`src/rtl/lsu_pkg.sv`:
```
// Shared encodings for the MEM-stage load/store unit: load/store type codes
// and the transaction state machine states.
package lsu_pkg;

  // Load type codes as presented on mem_load_type_mem.
  localparam logic [2:0] LT_LB   = 3'b000;
  localparam logic [2:0] LT_LH   = 3'b001;
  localparam logic [2:0] LT_LW   = 3'b010;
  localparam logic [2:0] LT_LBU  = 3'b011;
  localparam logic [2:0] LT_LHU  = 3'b100;
  localparam logic [2:0] LT_NONE = 3'b111;

  // Store type codes as presented on mem_store_type_mem.
  localparam logic [1:0] ST_SB   = 2'b00;
  localparam logic [1:0] ST_SH   = 2'b01;
  localparam logic [1:0] ST_SW   = 2'b10;
  localparam logic [1:0] ST_NONE = 2'b11;

  typedef enum logic [1:0] {
    IDLE     = 2'b00,
    REQ      = 2'b01,
    WAIT_RSP = 2'b10
  } lsu_state_e;

  // Codes above LT_LHU (101, 110, 111) carry no load.
  function automatic logic load_type_valid(input logic [2:0] lt);
    return (lt <= LT_LHU);
  endfunction

endpackage

```
`src/rtl/lsu_load_align.sv`:
```
// Load data alignment: picks the addressed byte/half/word out of the bus
// read word and sign- or zero-extends it according to the load type.
module lsu_load_align
  import lsu_pkg::*;
(
  input  logic [31:0] rdata_i,
  input  logic [1:0]  addr_lo_i,
  input  logic [2:0]  load_type_i,
  output logic [31:0] data_o
);

  logic [7:0]  byte_lane [4];
  logic [15:0] half_lane [2];
  logic [7:0]  byte_sel;
  logic [15:0] half_sel;

  genvar gi;
  for (gi = 0; gi < 4; gi++) begin : g_byte_lane
    assign byte_lane[gi] = rdata_i[8*gi +: 8];
  end
  for (gi = 0; gi < 2; gi++) begin : g_half_lane
    assign half_lane[gi] = rdata_i[16*gi +: 16];
  end

  assign byte_sel = byte_lane[addr_lo_i];
  assign half_sel = half_lane[addr_lo_i[1]];

  // Extend the selected lane; unknown codes return zero.
  always_comb begin
    data_o = 32'h0;
    case (load_type_i)
      LT_LB:   data_o = {{24{byte_sel[7]}}, byte_sel};
      LT_LH:   data_o = {{16{half_sel[15]}}, half_sel};
      LT_LW:   data_o = rdata_i;
      LT_LBU:  data_o = {24'h0, byte_sel};
      LT_LHU:  data_o = {16'h0, half_sel};
      default: data_o = 32'h0;
    endcase
  end

endmodule

```
`src/rtl/mem_stage_lsu.sv`:
```
// MEM-stage load/store unit. Issues one req/gnt/rvalid bus transaction per
// aligned load or store, stalls the pipeline while it is in flight, and
// reports misalignment and response timeouts as one-cycle pulses.
module mem_stage_lsu
  import lsu_pkg::*;
#(
  parameter int TIMEOUT_CYCLES = 64,
  parameter int CNT_W          = 7
) (
  input  logic        clk,
  input  logic        rst,
  input  logic [31:0] alu_result_mem,
  input  logic [31:0] rs2_data_mem,
  input  logic        mem_read_mem,
  input  logic        mem_write_mem,
  input  logic [2:0]  mem_load_type_mem,
  input  logic [1:0]  mem_store_type_mem,
  output logic        dmem_req,
  output logic        dmem_we,
  output logic [31:0] dmem_addr,
  output logic [31:0] dmem_wdata,
  output logic [3:0]  dmem_be,
  input  logic        dmem_gnt,
  input  logic        dmem_rvalid,
  input  logic [31:0] dmem_rdata,
  output logic        mem_stall,
  output logic [31:0] load_data,
  output logic        load_done,
  output logic        misaligned,
  output logic        bus_err
);

  // Counter value on the last cycle a transaction may remain outstanding.
  localparam logic [CNT_W-1:0] CNT_LAST = CNT_W'(TIMEOUT_CYCLES - 1);

  lsu_state_e       state_q, state_d;
  logic [CNT_W-1:0] cnt_q, cnt_d;
  logic [31:0]      addr_q, addr_d;
  logic             we_q, we_d;
  logic [3:0]       be_q, be_d;
  logic [31:0]      wdata_q, wdata_d;
  logic [2:0]       ltype_q, ltype_d;
  logic [1:0]       alo_q, alo_d;

  logic             st_valid, ld_valid, acc_valid, acc_mis, timeout;
  logic [3:0]       acc_be;
  logic [31:0]      st_wdata;
  logic [31:0]      align_data;

  // Decode the incoming instruction: validity, lane enables, replicated
  // store data and alignment. A store always wins over a simultaneous read.
  always_comb begin
    st_valid = mem_write_mem && (mem_store_type_mem != ST_NONE);
    ld_valid = !mem_write_mem && mem_read_mem && load_type_valid(mem_load_type_mem);
    acc_valid = st_valid || ld_valid;
    acc_mis  = 1'b0;
    acc_be   = 4'b1111;
    st_wdata = rs2_data_mem;
    if (st_valid) begin
      case (mem_store_type_mem)
        ST_SB: begin
          acc_be   = 4'b0001 << alu_result_mem[1:0];
          st_wdata = {4{rs2_data_mem[7:0]}};
        end
        ST_SH: begin
          acc_be   = alu_result_mem[1] ? 4'b1100 : 4'b0011;
          st_wdata = {2{rs2_data_mem[15:0]}};
          acc_mis  = alu_result_mem[0];
        end
        default: acc_mis = |alu_result_mem[1:0];
      endcase
    end else if (ld_valid) begin
      case (mem_load_type_mem)
        LT_LB, LT_LBU: acc_be = 4'b0001 << alu_result_mem[1:0];
        LT_LH, LT_LHU: begin
          acc_be  = alu_result_mem[1] ? 4'b1100 : 4'b0011;
          acc_mis = alu_result_mem[0];
        end
        default: acc_mis = |alu_result_mem[1:0];
      endcase
    end
  end

  assign timeout = (cnt_q == CNT_LAST);

  // Next-state, issue capture and per-cycle handshake/stall outputs.
  always_comb begin
    state_d    = state_q;
    cnt_d      = cnt_q;
    addr_d     = addr_q;
    we_d       = we_q;
    be_d       = be_q;
    wdata_d    = wdata_q;
    ltype_d    = ltype_q;
    alo_d      = alo_q;
    dmem_req   = 1'b0;
    mem_stall  = 1'b0;
    load_done  = 1'b0;
    misaligned = 1'b0;
    bus_err    = 1'b0;
    if (!rst) begin
      case (state_q)
        IDLE: begin
          if (acc_valid) begin
            if (acc_mis) begin
              misaligned = 1'b1;
            end else begin
              mem_stall = 1'b1;
              state_d   = REQ;
              cnt_d     = '0;
              addr_d    = {alu_result_mem[31:2], 2'b00};
              we_d      = st_valid;
              be_d      = acc_be;
              wdata_d   = st_wdata;
              ltype_d   = st_valid ? LT_NONE : mem_load_type_mem;
              alo_d     = alu_result_mem[1:0];
            end
          end
        end
        REQ: begin
          cnt_d = cnt_q + CNT_W'(1);
          if (timeout) begin
            bus_err = 1'b1;
            state_d = IDLE;
          end else begin
            dmem_req = 1'b1;
            if (dmem_gnt && we_q) begin
              state_d = IDLE;
            end else if (dmem_gnt) begin
              mem_stall = 1'b1;
              state_d   = WAIT_RSP;
            end else begin
              mem_stall = 1'b1;
            end
          end
        end
        WAIT_RSP: begin
          cnt_d = cnt_q + CNT_W'(1);
          if (timeout) begin
            bus_err = 1'b1;
            state_d = IDLE;
          end else if (dmem_rvalid) begin
            load_done = 1'b1;
            state_d   = IDLE;
          end else begin
            mem_stall = 1'b1;
          end
        end
        default: state_d = IDLE;
      endcase
    end
  end

  // State, timeout counter and issued-transaction attributes.
  always_ff @(posedge clk or posedge rst) begin
    if (rst) begin
      state_q <= IDLE;
      cnt_q   <= '0;
      addr_q  <= 32'h0;
      we_q    <= 1'b0;
      be_q    <= 4'h0;
      wdata_q <= 32'h0;
      ltype_q <= LT_NONE;
      alo_q   <= 2'b00;
    end else begin
      state_q <= state_d;
      cnt_q   <= cnt_d;
      addr_q  <= addr_d;
      we_q    <= we_d;
      be_q    <= be_d;
      wdata_q <= wdata_d;
      ltype_q <= ltype_d;
      alo_q   <= alo_d;
    end
  end

  lsu_load_align u_load_align (
    .rdata_i     (dmem_rdata),
    .addr_lo_i   (alo_q),
    .load_type_i (ltype_q),
    .data_o      (align_data)
  );

  assign dmem_addr  = addr_q;
  assign dmem_we    = we_q;
  assign dmem_be    = be_q;
  assign dmem_wdata = wdata_q;
  assign load_data  = load_done ? align_data : 32'h0;

endmodule

```
`config.mk`:
```
export PLATFORM = sky130hd
export DESIGN_NAME = mem_stage_lsu
export DESIGN_NICKNAME = d
export VERILOG_FILES = /design/src/rtl/lsu_pkg.sv /design/src/rtl/lsu_load_align.sv /design/src/rtl/mem_stage_lsu.sv
export SDC_FILE = /design/constraint.sdc
export NUM_CORES = 1
export LEC_CHECK = 0
export ABC_AREA = 1
export BUFFER_PORTS_ARGS = -buffer_cell sky130_fd_sc_hd__buf_2
export CORE_ASPECT_RATIO = 0.75
export CORE_UTILIZATION = 25
export CTS_CLUSTER_SIZE = 25
export DETAILED_ROUTE_END_ITERATION = 10
export SLEW_MARGIN = 40
export SYNTH_ARGS = -nofsm -noshare
export SYNTH_HDL_FRONTEND = slang
export SYNTH_SLANG_ARGS = --single-unit
```
`constraint.sdc`:
```
create_clock -name clk -period 4.7 [get_ports clk]
set_clock_uncertainty 0.05 [all_clocks]
set_input_delay 0.705 -clock clk [delete_from_list [all_inputs] [get_ports clk]]
set_output_delay 0.705 -clock clk [all_outputs]
set_load 0.05 [all_outputs]
```
# Word-level counts from Yosys, hierarchy flattened
# Cells that the tools add are included.
[totals]
ram_bits = 0
romBits = 0
input_bits = 107
reg_bits = 81
out_inout_bits = 106
n_memories = 0
word_cells = 104
latchBits = 0
[classes]
n_bitwise = 4
muxes = 53
eq_ne = 16
shift = 1
multipliers = 0
add_sub_neg = 1
n_reduce_logical = 18
div_mod_pow = 0
order_cmp = 3
[op_table]
columns = ["op", "n"]
rows = [
  ["$pmux 32 s5", 1],
  ["$mux 32", 2],
  ["$pmux 32 s2", 1],
  ["$mux 16", 3],
  ["$mux 1", 23],
  ["$bmux 8 s2", 1],
  ["$mux 8", 2],
  ["$pmux 4 s2", 2],
  ["$mux 2", 7],
  ["$mux 7", 2],
  ["$pmux 7 s2", 1],
  ["$mux 4", 3],
  ["$eq 3x2->1 const B", 3],
  ["$reduce_and 4->1", 2],
  ["$reduce_or 2->1", 4],
  ["$add 7x1->7 const B", 1],
  ["$eq 7x6->1 const B", 1],
  ["$eq 3x1->1 const B", 2],
  ["$eq 3x3->1 const B", 2],
  ["$logic_not 3->1", 2],
  ["$ne 2x2->1 const B", 3],
  ["$pmux 2 s3", 1],
  ["$reduce_and 5->1", 1],
  ["$eq 2x1->1 const B", 2],
  ["18 further kinds", 24],
]

# Logic depth before layout (Yosys ltp)
[logic_depth]
word_depth = 9
ltp_mapped = 13
ltp_nobuf = 11

# By module
# Synthesis repeated with hierarchy kept, for this count alone.
[hier_totals]
cells_unflattened = 827
area_unflattened_um2 = 5407.7
[modules_own_cells]
columns = ["mod", "n_inst", "cells_each", "area_each_um2", "seq_area_each_um2"]
rows = [
  ["mem_stage_lsu", 1, 646, 4579.4, 2030.7],
  ["lsu_load_align", 1, 181, 828.3, 0.0],
]

# Worst setup path after synthesis
# No wires, ideal clock.
[synth_path]
path_type = "input-to-output"
startpoint = "in rst"
endpoint = "out load_data[14]"
path_stages = 5
path_slack_ns = -0.248
arrival_time_ns = 4.193
t_required_ns = 3.945
n_path_buf = 2
path_cell_list = "clkbuf_1 -> inv_1 -> nand4_1 -> clkbuf_1 -> a21oi_1"
[synth_via]
elab_chain_cells = 2
[synth_rtl]
columns = ["item", "line", "text"]
rows = [
  ["start, declared", "mem_stage_lsu.sv:11", "input logic rst,"],
  ["$mux 1", "mem_stage_lsu.sv:101", "if (!rst) begin"],
  ["$mux 32", "mem_stage_lsu.sv:188", "assign load_data = load_done ? align_data : 32'h0;"],
  ["end, declared", "mem_stage_lsu.sv:27", "output logic [31:0] load_data,"],
]
# Every way passes these cells.

# Final worst setup path
[layout_path]
startpoint = "reg alo_q[1]"
endpoint = "out load_data[25]"
[layout_via]
elab_chain_cells = 6
elab_cells_between_ends = 10
classes_between = "mux (8); bitwise (2)"
[layout_rtl]
columns = ["item", "line", "text"]
rows = [
  ["start, declared", "mem_stage_lsu.sv:43", "logic [1:0] alo_q, alo_d;"],
  ["start signal, assigned", "mem_stage_lsu.sv:173", "alo_q <= alo_d;"],
  ["$not 2->3 (not written as such) / $not 1->2 (equally long branches)", "lsu_load_align.sv:25, lsu_load_align.sv:26", ""],
  ["$bmux 8 s2 / $mux 16 (equally long branches)", "lsu_load_align.sv:25, lsu_load_align.sv:26", ""],
  ["$mux 8 (not written as such) / $mux 16 (equally long branches) (2 in series)", "lsu_load_align.sv:25, lsu_load_align.sv:26", ""],
  ["$pmux 32 s5 (*)", "lsu_load_align.sv:31", "case (load_type_i)"],
  ["$mux 32 (*)", "mem_stage_lsu.sv:188", ""],
]
# Mark *: on every way between the ends. The rest lies on a longest branch, timed or not. The select of a mux whose other input is x is not followed.

==> flow_metrics.env <==
export IMPL_clock_path_buffers=2
export IMPL_areaGrowthSynthToFinish_pct=32.4
export IMPL_cts_buffers=9
export IMPL_drtPass1Iterations=4
export IMPL_insertion_delay_ps=340
export IMPL_cts_max_level=3
export IMPL_finalMaxSlewViolations=0
export IMPL_finalWorstSetupSlack_ps=1220
export IMPL_critPathTopFamily="simple AND/OR/NAND/NOR gates"
export IMPL_ant_nets=0
export IMPL_critPathRequiredTime_ps=3940
export IMPL_synth_avg_cell_area_um2=6.92
export IMPL_yosysTopAreaCell="dfrtp_1"
export IMPL_status="complete, no violations"
export IMPL_overflow=0
export IMPL_synthTopCellsByArea="dfrtp_1 (40%), nand2_1 (20%), nand3_1 (7.4%)"
export IMPL_period_minus_slack_ps=3480
export IMPL_viasPerCell=4.54
export IMPL_synth_most_common_cell="nand2_1"
export IMPL_min_to="dmem_wdata[26]$_DFFE_PP0P_"
export IMPL_cp_start_kind="register"
export IMPL_ios=213
export IMPL_syn_area_mm2=0.00482
export IMPL_critPathMaxFanout=17
export IMPL_ys_warn_count=0
export IMPL_fin_crit_sh=0.740
export IMPL_drc=0
export IMPL_core_area_mm2=0.0187
export IMPL_reg2reg_depth=6
export IMPL_port_buffers=210
export IMPL_synth_seq_cells=81
export IMPL_cp_depth=9
export IMPL_synthFlopType="dfrtp_1"
export IMPL_drv_cap=0
export IMPL_cts_setup_buffers=0
export IMPL_worst_slew_pin_slew_ps=711
export IMPL_async_flop_share=1.00
export IMPL_drive_gt1_frac=0.281
export IMPL_grt_antenna_before_repair=0
export IMPL_routed_wl_mm=15.5
export IMPL_avgRoutedWirePerCell_um=13.6
export IMPL_place_congestion=0.902
export IMPL_post_cts_resized=0
export IMPL_power_leakage_nw=3.60
export IMPL_die_w_um=162
export IMPL_synth_seq_area_share=0.421
export IMPL_setup_violations=0
export IMPL_final_nets=998
export IMPL_post_dp_hpwl_mm=11.5
export IMPL_cp_startpoint="alo_q[1]$_DFFE_PP0P_"
export IMPL_crit_top_cell="nand2_1"
export IMPL_rsz0062_at_grt="false"
export IMPL_reg2reg_to="dmem_be[2]$_DFFE_PP0P_"
export IMPL_antenna_cells=0
export IMPL_holdBufCountCts=0
export IMPL_min_path_cells=2
export IMPL_grt_pass1_wl_mm=25.0
export IMPL_max_stage_delay_ps=650
export IMPL_vias=5164
export IMPL_powerDensity_mw_per_mm2=709
export IMPL_worst_path_buf_inv=2
export IMPL_synth_edf_count=0
export IMPL_cts_root_buffer="clkbuf_16"
export IMPL_fmax_mhz=287
export IMPL_grt_start_max_net_pins=96
export IMPL_rows=43
export IMPL_start_util=0.258
export IMPL_yosysTopAreaCellShare=0.405
export IMPL_fin_tns_setup_ps=0
export IMPL_min_delay_path_class="reg2reg"
export IMPL_clk_transition_reported_paths_ps=60
export IMPL_path_cells="inv_2 -> nand2_1 -> o21ai_0 -> mux2i_1 -> nand2_2 -> nand2_1 -> a21oi_1 -> nor2_1 -> buf_2"
export IMPL_die_area_mm2=0.0199
export IMPL_hp_start="dmem_wdata[26]$_DFFE_PP0P_"
export IMPL_grt_pass1_vias=4848
export IMPL_arrival_ps=2730
export IMPL_cts_tree="built"
export IMPL_slew_headroom=0.524
export IMPL_syn_inst=697
export IMPL_synth_common_cells="nand2_1 (254), dfrtp_1 (78), nand3_1 (71)"
export IMPL_track_usage=0.159
export IMPL_cts_num_sinks=81
export IMPL_dpl_worst_slack_ps=1410
export IMPL_timing_hold_violations_final=0
export IMPL_cp_end_kind="output pin"
export IMPL_drtIter0Drc=443
export IMPL_worstSetupPathType="reg2out"
export IMPL_die_y_um=122
export IMPL_r2r_start="state_q[1]$_DFFE_PP0P_"
export IMPL_reg2reg_slack_ps=2740
export IMPL_crit_slowest_cell="dfrtp_1"
export IMPL_ys_types=33
export IMPL_peakVddDrop_mv=0.406
## kinds of logic (layout without fill, tap and decap cells)
kind of cell    Yosys count  in the layout  synth area share
simple gates            404            404             0.345
compound gates          109            109             0.126
buf+inv                  91            284            0.0822
flops                    81             81             0.421
fa+ha+maj                 5              5            0.0130
mux                       5              5            0.0104
other cells               1              2          0.000777
xor+xnor                  1              1           0.00182
## registers in the layout, indices dropped and copies added, names as in the netlist
name	flops
alo_q	2
cnt_q	7
dmem_addr	30
dmem_be	4
dmem_wdata	32
dmem_we	1
ltype_q	3
state_q	2
## cell usage in the layout, fill, tap and decap left out
master,Yosys,layout
a21boi_0,1,1
a21boi_4,0,1
a21oi_1,50,50
a21oi_4,1,2
a22oi_1,6,6
a32oi_1,5,5
buf_2,11,210
buf_4,3,5
buf_6,4,1
bufinv_16,0,2
clkbuf_1,20,2
clkbuf_16,0,9
clkbuf_8,0,1
clkinv_4,0,1
clkinvlp_4,0,2
conb_1,1,2
dfrtp_1,78,78
dfstp_2,3,3
ha_1,5,5
inv_1,49,47
inv_2,3,4
mux2i_1,5,5
nand2_1,254,253
nand2_2,1,2
nand3_1,71,71
nand3_4,0,1
nand4_1,10,10
nor2_1,56,56
nor3_1,3,3
nor3b_1,2,2
o211ai_1,1,1
o21ai_0,40,40
o21ai_1,2,2
o22ai_1,1,1
or2_2,6,6
xor2_1,1,1
## metal layers
| layer | routed length [um] | up-vias | track usage | part of all wire |
|---|---|---|---|---|
| li1 | - | 2619 | - | - |
| met5 | 0 | - | 0 | 0 |
| met2 | 6660 | 199 | 0.246 | 0.43 |
| met3 | 1550 | 18 | 0.0517 | 0.10 |
| met1 | 7030 | 2328 | 0.209 | 0.45 |
| met4 | 259 | 0 | 0.0537 | 0.017 |
## tightest hold or removal path, stage by stage (launching register included)
cell and delay (ps):
dfrtp_1 340, nand2_1 50, nand2_1 60
## worst max-delay path by stage
stage                    endpoint  slack [ps]
floorplan               load_done         600
global placement       misaligned        1400
detailed placement     misaligned        1410
CTS                 load_data[25]        1200
global route        load_data[17]         950
finish              load_data[25]        1220
## stage by stage
stage | hold slack (ps) | util | area [um2] | power, mW | std cells
after floorplan | 414 | - | 4830 | 3.15 | 698
after global placement | 410 | 0.325 | 6060 | 3.76 | 1122
after detailed placement | 410 | 0.325 | 6060 | 3.77 | 1122
after CTS | 432 | 0.342 | 6390 | 4.56 | 1138
after global routing | 442 | 0.342 | 6390 | 4.83 | 1138
final | 428 | 0.342 | 6390 | 4.53 | 1138
## final cells by class
cell class	count	area, um2
fillers	2008	12300
multi-input cells	526	2430
flip-flops and latches	81	2030
repair buffers	216	1100
well taps	247	309
clock buffers	12	246
inverters	52	199
clock inverters	4	76.3
## report_power, final
part,leakage (nW),switching [mW],internal [mW]
Sequential,1.01,0.230,1.03
Clock,0.153,0.290,0.482
Combinational,2.43,1.91,0.591
Total,3.60,2.43,2.10
No activity file was read; power rests on OpenSTA's default activity.
